$ cat config.mk
export PLATFORM = sky130hd
export DESIGN_NAME = scoreboard_hazard_unit
export DESIGN_NICKNAME = d
export VERILOG_FILES = /design/src/rtl/scoreboard_hazard_unit.sv
export SDC_FILE = /design/constraint.sdc
export NUM_CORES = 1
export LEC_CHECK = 0
export CORE_ASPECT_RATIO = 1.2
export CORE_MARGIN = 3
export CORE_UTILIZATION = 55
export CTS_CLUSTER_DIAMETER = 80
export CTS_CLUSTER_SIZE = 40
export DETAILED_ROUTE_END_ITERATION = 8
export GPL_ROUTABILITY_DRIVEN = 1
export PLACE_DENSITY = 0.75
export SETUP_SLACK_MARGIN = 0.5
export SKIP_LAST_GASP = 1
export SLEW_MARGIN = 20
export SYNTH_ARGS = -nofsm -noshare
export SYNTH_HDL_FRONTEND = slang
export SYNTH_SLANG_ARGS = --single-unit
$ cat constraint.sdc
create_clock -name clk -period 44.6 [get_ports clk]
set_clock_uncertainty 0.05 [all_clocks]
set_input_delay 6.69 -clock clk [delete_from_list [all_inputs] [get_ports clk]]
set_output_delay 6.69 -clock clk [all_outputs]
set_load 0.05 [all_outputs]
$ cat src/rtl/scoreboard_hazard_unit.sv
// -----------------------------------------------------------------------------
// scoreboard_hazard_unit
//
// Register scoreboard for the RV64I pipeline. Replaces fixed E/M/W compare
// based hazard detection so variable-latency units (load, mul/div) can retire
// out of order on NUM_WB independent write-back ports.
//
// A bitmap records every architectural register that has an issued but not
// yet completed writer. Decode is stalled on RAW, WAW or capacity hazards,
// and a source operand being written back in the current cycle is bypassed
// from that write-back port instead of stalling.
//
// Ports:
//   clk          rising-edge clock
//   rst          synchronous, active-low reset
//   issue_valid  decode stage holds a valid instruction
//   flush        squash the decode-stage instruction this cycle
//   rs1_use/rs1  source 1 read enable / index
//   rs2_use/rs2  source 2 read enable / index
//   rd_use/rd    destination write enable / index
//   wb_valid     per-port completion strobe
//   wb_rd        per-port completing register, port k = [k*REG_AW +: REG_AW]
//   stall        hold decode/fetch, issue nothing
//   issue_fire   instruction leaves decode this cycle
//   rs1_fwd_sel  0 = register file, k+1 = bypass from write-back port k
//   rs2_fwd_sel  as rs1_fwd_sel
//   busy_vec     registered pending-write bitmap (bit 0 always 0)
//   outstanding  registered count of set busy bits
//   err          sticky protocol-error flag
// -----------------------------------------------------------------------------
module scoreboard_hazard_unit #(
  parameter  int REG_AW   = 5,
  parameter  int NUM_WB   = 2,
  parameter  int MAX_OUT  = 8,
  localparam int NUM_REGS = 1 << REG_AW,
  localparam int SEL_W    = $clog2(NUM_WB + 1),
  localparam int CNT_W    = $clog2(MAX_OUT + 1)
) (
  input  logic                     clk,
  input  logic                     rst,
  input  logic                     issue_valid,
  input  logic                     flush,
  input  logic                     rs1_use,
  input  logic [REG_AW-1:0]        rs1,
  input  logic                     rs2_use,
  input  logic [REG_AW-1:0]        rs2,
  input  logic                     rd_use,
  input  logic [REG_AW-1:0]        rd,
  input  logic [NUM_WB-1:0]        wb_valid,
  input  logic [NUM_WB*REG_AW-1:0] wb_rd,
  output logic                     stall,
  output logic                     issue_fire,
  output logic [SEL_W-1:0]         rs1_fwd_sel,
  output logic [SEL_W-1:0]         rs2_fwd_sel,
  output logic [NUM_REGS-1:0]      busy_vec,
  output logic [CNT_W-1:0]         outstanding,
  output logic                     err
);

  // ---------------------------------------------------------------------------
  // Helpers
  // ---------------------------------------------------------------------------
  function automatic int unsigned popcount(input logic [NUM_REGS-1:0] v);
    int unsigned c;
    c = 0;
    for (int i = 0; i < NUM_REGS; i++) begin
      if (v[i]) c++;
    end
    return c;
  endfunction

  // Lowest-numbered write-back port completing rs wins the bypass.
  function automatic logic [SEL_W-1:0] fwd_pick(
    input logic                     use_i,
    input logic [REG_AW-1:0]        rs,
    input logic [NUM_WB-1:0]        vld,
    input logic [NUM_WB*REG_AW-1:0] rds
  );
    logic [SEL_W-1:0] sel;
    sel = '0;
    if (use_i && (rs != '0)) begin
      for (int k = NUM_WB - 1; k >= 0; k--) begin
        if (vld[k] && (rds[k*REG_AW +: REG_AW] == rs)) sel = SEL_W'(k + 1);
      end
    end
    return sel;
  endfunction

  // ---------------------------------------------------------------------------
  // State
  // ---------------------------------------------------------------------------
  logic [NUM_REGS-1:0] busy_q, busy_d;
  logic [CNT_W-1:0]    outstanding_q, outstanding_d;
  logic                err_q, err_d;

  logic [NUM_REGS-1:0] clr;
  logic [NUM_REGS-1:0] eff_busy;
  logic [NUM_REGS-1:0] set_v;
  logic                err_evt;
  logic                rs1_haz, rs2_haz, waw_haz, cap_haz;
  int                  remain;

  // ---------------------------------------------------------------------------
  // Completion decode: registers retiring this cycle (x0 never tracked)
  // ---------------------------------------------------------------------------
  always_comb begin
    clr = '0;
    for (int k = 0; k < NUM_WB; k++) begin
      if (wb_valid[k] && (wb_rd[k*REG_AW +: REG_AW] != '0)) begin
        clr[wb_rd[k*REG_AW +: REG_AW]] = 1'b1;
      end
    end
  end

  // A register completing this cycle no longer blocks a reader or writer.
  assign eff_busy = busy_q & ~clr;

  // Protocol checks: completion of an idle register, or two ports retiring
  // the same register in one cycle.
  always_comb begin
    err_evt = 1'b0;
    for (int k = 0; k < NUM_WB; k++) begin
      if (wb_valid[k] && (wb_rd[k*REG_AW +: REG_AW] != '0)) begin
        if (!busy_q[wb_rd[k*REG_AW +: REG_AW]]) err_evt = 1'b1;
        for (int j = 0; j < k; j++) begin
          if (wb_valid[j] &&
              (wb_rd[j*REG_AW +: REG_AW] == wb_rd[k*REG_AW +: REG_AW])) begin
            err_evt = 1'b1;
          end
        end
      end
    end
  end

  // ---------------------------------------------------------------------------
  // Hazard evaluation and issue gating
  // ---------------------------------------------------------------------------
  always_comb begin
    // Writers that will still be in flight after this cycle's completions.
    // Only retirements of genuinely busy registers free a slot, so a stray
    // completion cannot push the in-flight count past MAX_OUT.
    remain  = int'(outstanding_q) - int'(popcount(busy_q & clr));

    rs1_haz = rs1_use && (rs1 != '0) && eff_busy[rs1];
    rs2_haz = rs2_use && (rs2 != '0) && eff_busy[rs2];
    waw_haz = rd_use  && (rd  != '0) && eff_busy[rd];
    cap_haz = rd_use  && (rd  != '0) && (remain == MAX_OUT);

    stall      = issue_valid && !flush &&
                 (rs1_haz || rs2_haz || waw_haz || cap_haz);
    issue_fire = issue_valid && !flush && !stall;
  end

  assign rs1_fwd_sel = fwd_pick(rs1_use, rs1, wb_valid, wb_rd);
  assign rs2_fwd_sel = fwd_pick(rs2_use, rs2, wb_valid, wb_rd);

  // ---------------------------------------------------------------------------
  // Next-state: clear retiring registers, then set the newly issued rd so a
  // same-cycle retire/reissue of one register leaves it busy.
  // ---------------------------------------------------------------------------
  always_comb begin
    set_v = '0;
    if (issue_fire && rd_use && (rd != '0)) set_v[rd] = 1'b1;

    busy_d        = (busy_q & ~clr) | set_v;
    busy_d[0]     = 1'b0;
    outstanding_d = CNT_W'(popcount(busy_d));
    err_d         = err_q | err_evt;
  end

  // ---------------------------------------------------------------------------
  // State register
  // ---------------------------------------------------------------------------
  always_ff @(posedge clk) begin
    if (!rst) begin
      busy_q        <= '0;
      outstanding_q <= '0;
      err_q         <= 1'b0;
    end else begin
      busy_q        <= busy_d;
      outstanding_q <= outstanding_d;
      err_q         <= err_d;
    end
  end

  assign busy_vec    = busy_q;
  assign outstanding = outstanding_q;
  assign err         = err_q;

endmodule
After elaboration in Yosys (flattened, before gate mapping):

Cells that the tools add are included.

* register bits: 37
* bits of input ports: 34
* output and inout bits: 43
* word-level logic and storage cells: 211

* reduce and logical (&&, ||, !) cells: 32
* add/subtract/negate cells: 62
* equality and inequality tests: 6
* bitwise operators: 6
* magnitude comparators: 8
* mux-type cells: 93

Operators with widths (number)
* 32-bit 2-to-1 mux: 34
* 32-bit by 1-bit adder with 32-bit output (second input constant): 31
* 4-bit 2-to-1 mux: 30
* 4-bit by 1-bit adder with 4-bit output (second input constant): 29
* 32-bit AND: 2
* 32-bit bitwise OR: 2
* 32-bit by 5-bit == test with 1-bit output (second input constant): 1
* 32-bit inverter: 1
* 5-bit by 32-bit subtractor with 32-bit output: 1
* 5-bit by 6-bit less-than comparator with 1-bit output (second input constant): 5
* 1-bit binary-select mux with 5-bit select: 5
* 5-bit == test: 5
* 5-bit nonzero test: 5
* 1-bit logical AND: 22
* 1-bit demux with 5-bit select: 3
* 5-bit by 1-bit greater-or-equal comparator with 1-bit output (second input constant): 3
* 1-bit 2-to-1 mux: 15
* 2-bit 2-to-1 mux: 6
* 1-bit logical OR: 3
* 1-bit by 1-bit adder with 2-bit output (second input constant): 1
* 1-bit zero test: 2
* 1-bit bitwise OR: 1

Logic depth before layout (Yosys ltp):

* depth after elaboration: 143
* depth in mapped cells: 185
* mapped depth without buffers: 182

Worst setup path before layout:

No wires, ideal clock.

* path type: in2reg
* start point: input wb_rd[2]
* end point: register outstanding_q[3] (netlist: outstanding[3])
* stages on the path: 179
* path buffers: 2
* data required time: 44484 ps
* setup slack: 5895 ps
* setup time: 66 ps
* arrival: 38588 ps
* cell sequence: buf_6 or4b_4 buf_6 o22ai_1 nand2_1 inv_1 ha_1 xor2_1 ha_1 nand3_1 o31ai_1 ha_1 nand2b_1 and2_1 ha_1 and3_1 a21o_1 ha_1 [143 not listed] mux2_2 ha_1 inv_1 nor3b_1 a211oi_1 nor2_1 a2111oi_0 a211o_1 ha_1 nand2_1 xor2_1 xnor2_1 nand3_1 o2bb2ai_1 a32oi_1 xnor2_1 nand4_1 a21oi_2

* longest elaborated chain between the ends: 143
* elaborated cells on any way between the ends: 159
* classes of those cells: add/sub (62); order compare (2); eq/ne (1); mux (74); bitwise (5); reduce/logical (15)

Ends and longest elaborated chain
* from (decl): line 50 `input logic [NUM_WB*REG_AW-1:0] wb_rd,`
* 5-bit by 6-bit less-than comparator with 1-bit output (not written as such) or 5-bit by 1-bit greater-or-equal comparator with 1-bit output (tied branches): line 110 `clr[wb_rd[k*REG_AW +: REG_AW]] = 1'b1;`
* 1-bit logical AND (not written as such): line 110
* 1-bit 2-to-1 mux (not written as such): line 110
* 1-bit demux with 5-bit select: line 110
* 32-bit 2-to-1 mux *: line 109 `if (wb_valid[k] && (wb_rd[k*REG_AW +: REG_AW] != '0)) begin`
* 32-bit bitwise OR (no line)
* 32-bit 2-to-1 mux *: line 109
* 32-bit AND: line 142 `remain = int'(outstanding_q) - int'(popcount(busy_q & clr));`
* [127 not listed]
* 4-bit by 1-bit adder with 4-bit output: line 67 `if (v[i]) c++;`
* 4-bit 2-to-1 mux: line 67
* 4-bit by 1-bit adder with 4-bit output: line 67
* 4-bit 2-to-1 mux: line 67
* 4-bit by 1-bit adder with 4-bit output: line 67
* 4-bit 2-to-1 mux: line 67
* 4-bit by 1-bit adder with 4-bit output: line 67
* 4-bit 2-to-1 mux *: line 67
* to (signal assigned): line 181 `outstanding_q <= outstanding_d;`
* to (decl): line 93 `logic [CNT_W-1:0] outstanding_q, outstanding_d;`

Mark *: on every way between the ends. The rest lies on a longest branch, timed or not. The select of a mux whose other input is x is not followed.
A chain may end at the register's enable or synchronous reset.

Worst setup path in the final report:

* start point: input wb_rd[5]
* end point: register outstanding_q[2] (netlist: outstanding[2])

* longest elaborated chain between the ends: 142
* elaborated cells on any way between the ends: 158
* classes of those cells: add/sub (62); order compare (2); eq/ne (1); mux (73); bitwise (5); reduce/logical (15)

Ends and longest elaborated chain (line)
* 5-bit by 6-bit less-than comparator with 1-bit output (not written as such) or 5-bit by 1-bit greater-or-equal comparator with 1-bit output (tied branches): 110
* 1-bit logical AND (not written as such): 110
* 1-bit 2-to-1 mux (not written as such): 110
* 1-bit demux with 5-bit select: 110
* 32-bit bitwise OR (no line)
* 32-bit 2-to-1 mux *: 109
* 32-bit AND: 142
* 1-bit 2-to-1 mux: 67
* [126 not listed]
* 4-bit by 1-bit adder with 4-bit output: 67
* 4-bit 2-to-1 mux: 67
* 4-bit by 1-bit adder with 4-bit output: 67
* 4-bit 2-to-1 mux: 67
* 4-bit by 1-bit adder with 4-bit output: 67
* 4-bit 2-to-1 mux: 67
* 4-bit by 1-bit adder with 4-bit output: 67
* 4-bit 2-to-1 mux *: 67

Marked as above.

==> impl_metrics.csv <==
group,metric,value,unit
min_path,holdPathStages,2,
floorplanning,initial_core_util,56.8,%
logic_synthesis,synth_xor_area_share,22.4,%
logic_synthesis,synth_cell_types,99,
place,dpl_worst_slack,1.55,ns
route,first_pass_iters,6,
logic_synthesis,synth.area.mux_share,6.61,%
logic_synthesis,synth_compound_area_share,26.3,%
clock_network,cts_tree,"done",
clock_network,htree_levels,2,
grt,busiest_layer,"met2",
setup_path,cp_slowest_cell,"clkdlybuf4s50_1",
finish,drive_gt1_share,10.7,%
timing,rsz0062_at_grt,"false",
timing,max_freq,0.0240,GHz
route,drt-vias-per-instance,6.77,
floorplanning,core,0.0191,mm²
clock_network,postCtsHoldBufs,0,
clock_network,cts_root_buf,"clkbuf_16",
finish,fill_cells,1760,
logic_synthesis,synth_fa_ha_area_share,7.17,%
grt,met1_usage,38.4,%
grt,grt_util_all_layers,30.0,%
pwr,power_per_cell_area,10.1,mW/mm²
finish,fin_nets,1530,
setup_path,worstSetupEndpointType,"flop",
timing,slew_headroom,35.5,%
logic_synthesis,syn_area_per_cell,7.68,µm²
setup_path,crit_fanout,23,
setup_path,rr_worst_depth,174,
timing,tightest_slew,0.966,ns
route,ant_nets,0,
finish,antenna_cells,0,
pwr,p_leak,0.00480,µW
grt,gr-total-overflow,0,
floorplanning,die_height,160,µm
grt,antenna_found_initial,0,
logic_synthesis,synth_edf_count,0,
timing,hold_viol_final,0,
grt,use_met2,51.4,%
setup_path,crit_type,"primary input to flop",
route,vias,11500,
logic_synthesis,synth_seq_area_share,6.66,%
route,wl_per_cell,20.0,µm
finish,area_growth,10.2,%
pwr,peakVddDrop,0.0131,mV
clock_network,cts_sinks,36,
logic_synthesis,ys_async_sr_fraction,0,%
timing,min_period_over_period,93.4,%
logic_synthesis,synth_top_family_by_area,"compound AO/OA/AOI/OAI gates",
route,routed_wl,33800,µm
setup_path,crit_arrival,41.74,ns
setup_path,cp.buffers_inverters,14,
logic_synthesis,syn-cell-area,0.0108,mm²
logic_synthesis,synth_cells,1409,
clock_network,clkLatencyLatePin,0.29,ns
timing,setup_viol,0,
setup_path,crit_top_cell,"ha_1",
route,route.detailed.drc,0,
floorplanning,die_w,134,µm
timing,min_period,41.64,ns
floorplanning,num_io_pins,77,
place,gp_congestion,0.978,
floorplanning,die_area,0.0214,mm²
place,io_buffers,75,
grt,grt_use_met3,2.99,%
setup_path,crit_required,44.70,ns
job,max_cap_viol_count,0,
clock_network,clkTransAtPathRegs,0.06,ns
setup_path,critPathMaxStageDelay,0.46,ns
logic_synthesis,ys_ff_latch,36,
min_path,hold_class,"flop to flop",
logic_synthesis,syn-num-nets,1505,
grt,grt_max_degree,29,
floorplanning,fp-row-count,55,
clock_network,cts_max_path_buffers,2,
logic_synthesis,synth_ff_type,"dfxtp_1",
logic_synthesis,synth-simple-area-share,25.1,%
logic_synthesis,ys_warn_count,0,
setup_path,crit_path_start_kind,"primary input",
timing,finalMaxSlewViolations,0,
status,outcome,"complete, no violations",
place,dp.final_hpwl,25700,µm
grt,grt_pass1_vias,10600,
setup_path,crit_family,"adder cells",
timing,fin_setup_tns,0,ns
grt,grt_pass1_wl,53800,µm
timing,fin_ws,2.96,ns
route,drt_iter0_markers,1237,
setup_path,path_depth,179,
clock_network,cts_buffers,5,
[cells in the mapped netlist, types with 34 or more instances]
cell type | number | area share (%)
nor3_1 | 34 | 1.6
ha_1 | 62 | 7.2
clkbuf_1 | 36 | 1.2
o22ai_1 | 38 | 2.2
a21oi_1 | 44 | 2.0
o21ai_0 | 42 | 1.9
and2_1 | 43 | 2.5
nand2_1 | 145 | 5.0
xor2_1 | 57 | 4.6
nor2_1 | 125 | 4.3
inv_1 | 38 | 1.3
dfxtp_1 | 36 | 6.7
nand3_1 | 64 | 3.0
xnor2_1 | 123 | 10
[state kept, by name, indices dropped and copies added, names as in the netlist]
register     flops
busy_vec        31
err              1
outstanding      4
[worst reg2reg max path: cells and delay by family, from the launching register on]
family	cells	cell delay (ns)
xor gates and xnor gates	16	2.82
muxes	10	2.95
DFF	1	0.51
and+or+nand+nor	45	4.66
adders and majority gates	47	13.74
AOI/OAI and AO/OA	44	8.36
buffers and inverters	12	1.08
[per-stage QoR]
| step | hold WS (ns) | utilization [%] | total power, µW | instances | area (µm²) |
|---|---|---|---|---|---|
| floorplan | 0.727 | - | 72.4 | 1409 | 10800 |
| global placement | 0.495 | 61.1 | 83.1 | 1679 | 11700 |
| detailed placement | 0.500 | 61.1 | 83.6 | 1679 | 11700 |
| CTS | 0.514 | 61.9 | 120 | 1687 | 11800 |
| global route | 0.535 | 62.6 | 126 | 1691 | 11900 |
| finish | 0.537 | 62.6 | 121 | 1691 | 11900 |
[area by class of cell]
cell class,count,area (µm²),area share [%]
Tap cell,256,320,2.69
Sequential cell,36,721,6.04
Inverter,46,179,1.50
Clock buffer,6,139,1.16
Timing Repair Buffer,106,991,8.31
Clock inverter,2,10.0,0.0839
Multi-Input combinational cell,1239,9560,80.2
[per-layer routing]
metal	part of all wire [%]	routed length, µm	up-vias
li1	-	-	5345
met4	4.4	1490	0
met3	8.1	2750	129
met1	40	13600	5373
met2	47	16000	605
met5	0	0	-
[repair_timing]
item	4_1_cts	5_1_grt
buffers inserted	0	4
gates resized for setup	0	19
endpoints found under the setup margin	0	3
[worst paths after layout]
path	from	to	slack (ns)
hold / removal	err$_SDFF_PN0_	err$_SDFF_PN0_	0.54
hold reg to reg	err$_SDFF_PN0_	err$_SDFF_PN0_	0.54
setup reg to reg	busy_vec[2]$_SDFF_PN0_	outstanding[2]$_SDFF_PN0_	10.29
setup / recovery	wb_rd[5]	outstanding[2]$_SDFF_PN0_	2.96
[where the power goes]
part           leakage (µW)  internal, µW  total, µW  switching [µW]
registers          0.000290          32.4       32.7           0.299
clock network     0.0000766          22.0       36.1            14.1
logic               0.00443          19.5       52.1            32.5
[cell families after synthesis]
logic type      count (synthesis)
compound gates                370
mux                            50
other cells                     1
buf+inv                       134
fa+ha+maj                      62
xor+xnor                      220
simple gates                  536
flops                          36
[cells in the final DEF, fill, tap and decap left out, types with 30 or more instances in the layout]
cell type          n
nand2_1          145
nor2_1           124
xnor2_1          122
clkdlybuf4s50_1   72
nand3_1           64
ha_1              62
xor2_1            57
and2_1            43
a21oi_1           42
o21ai_0           40
o22ai_1           38
inv_1             38
dfxtp_1           36
nor3_1            34
buf_4             31
o221ai_1          30
Power figures use the tool's default switching activity.
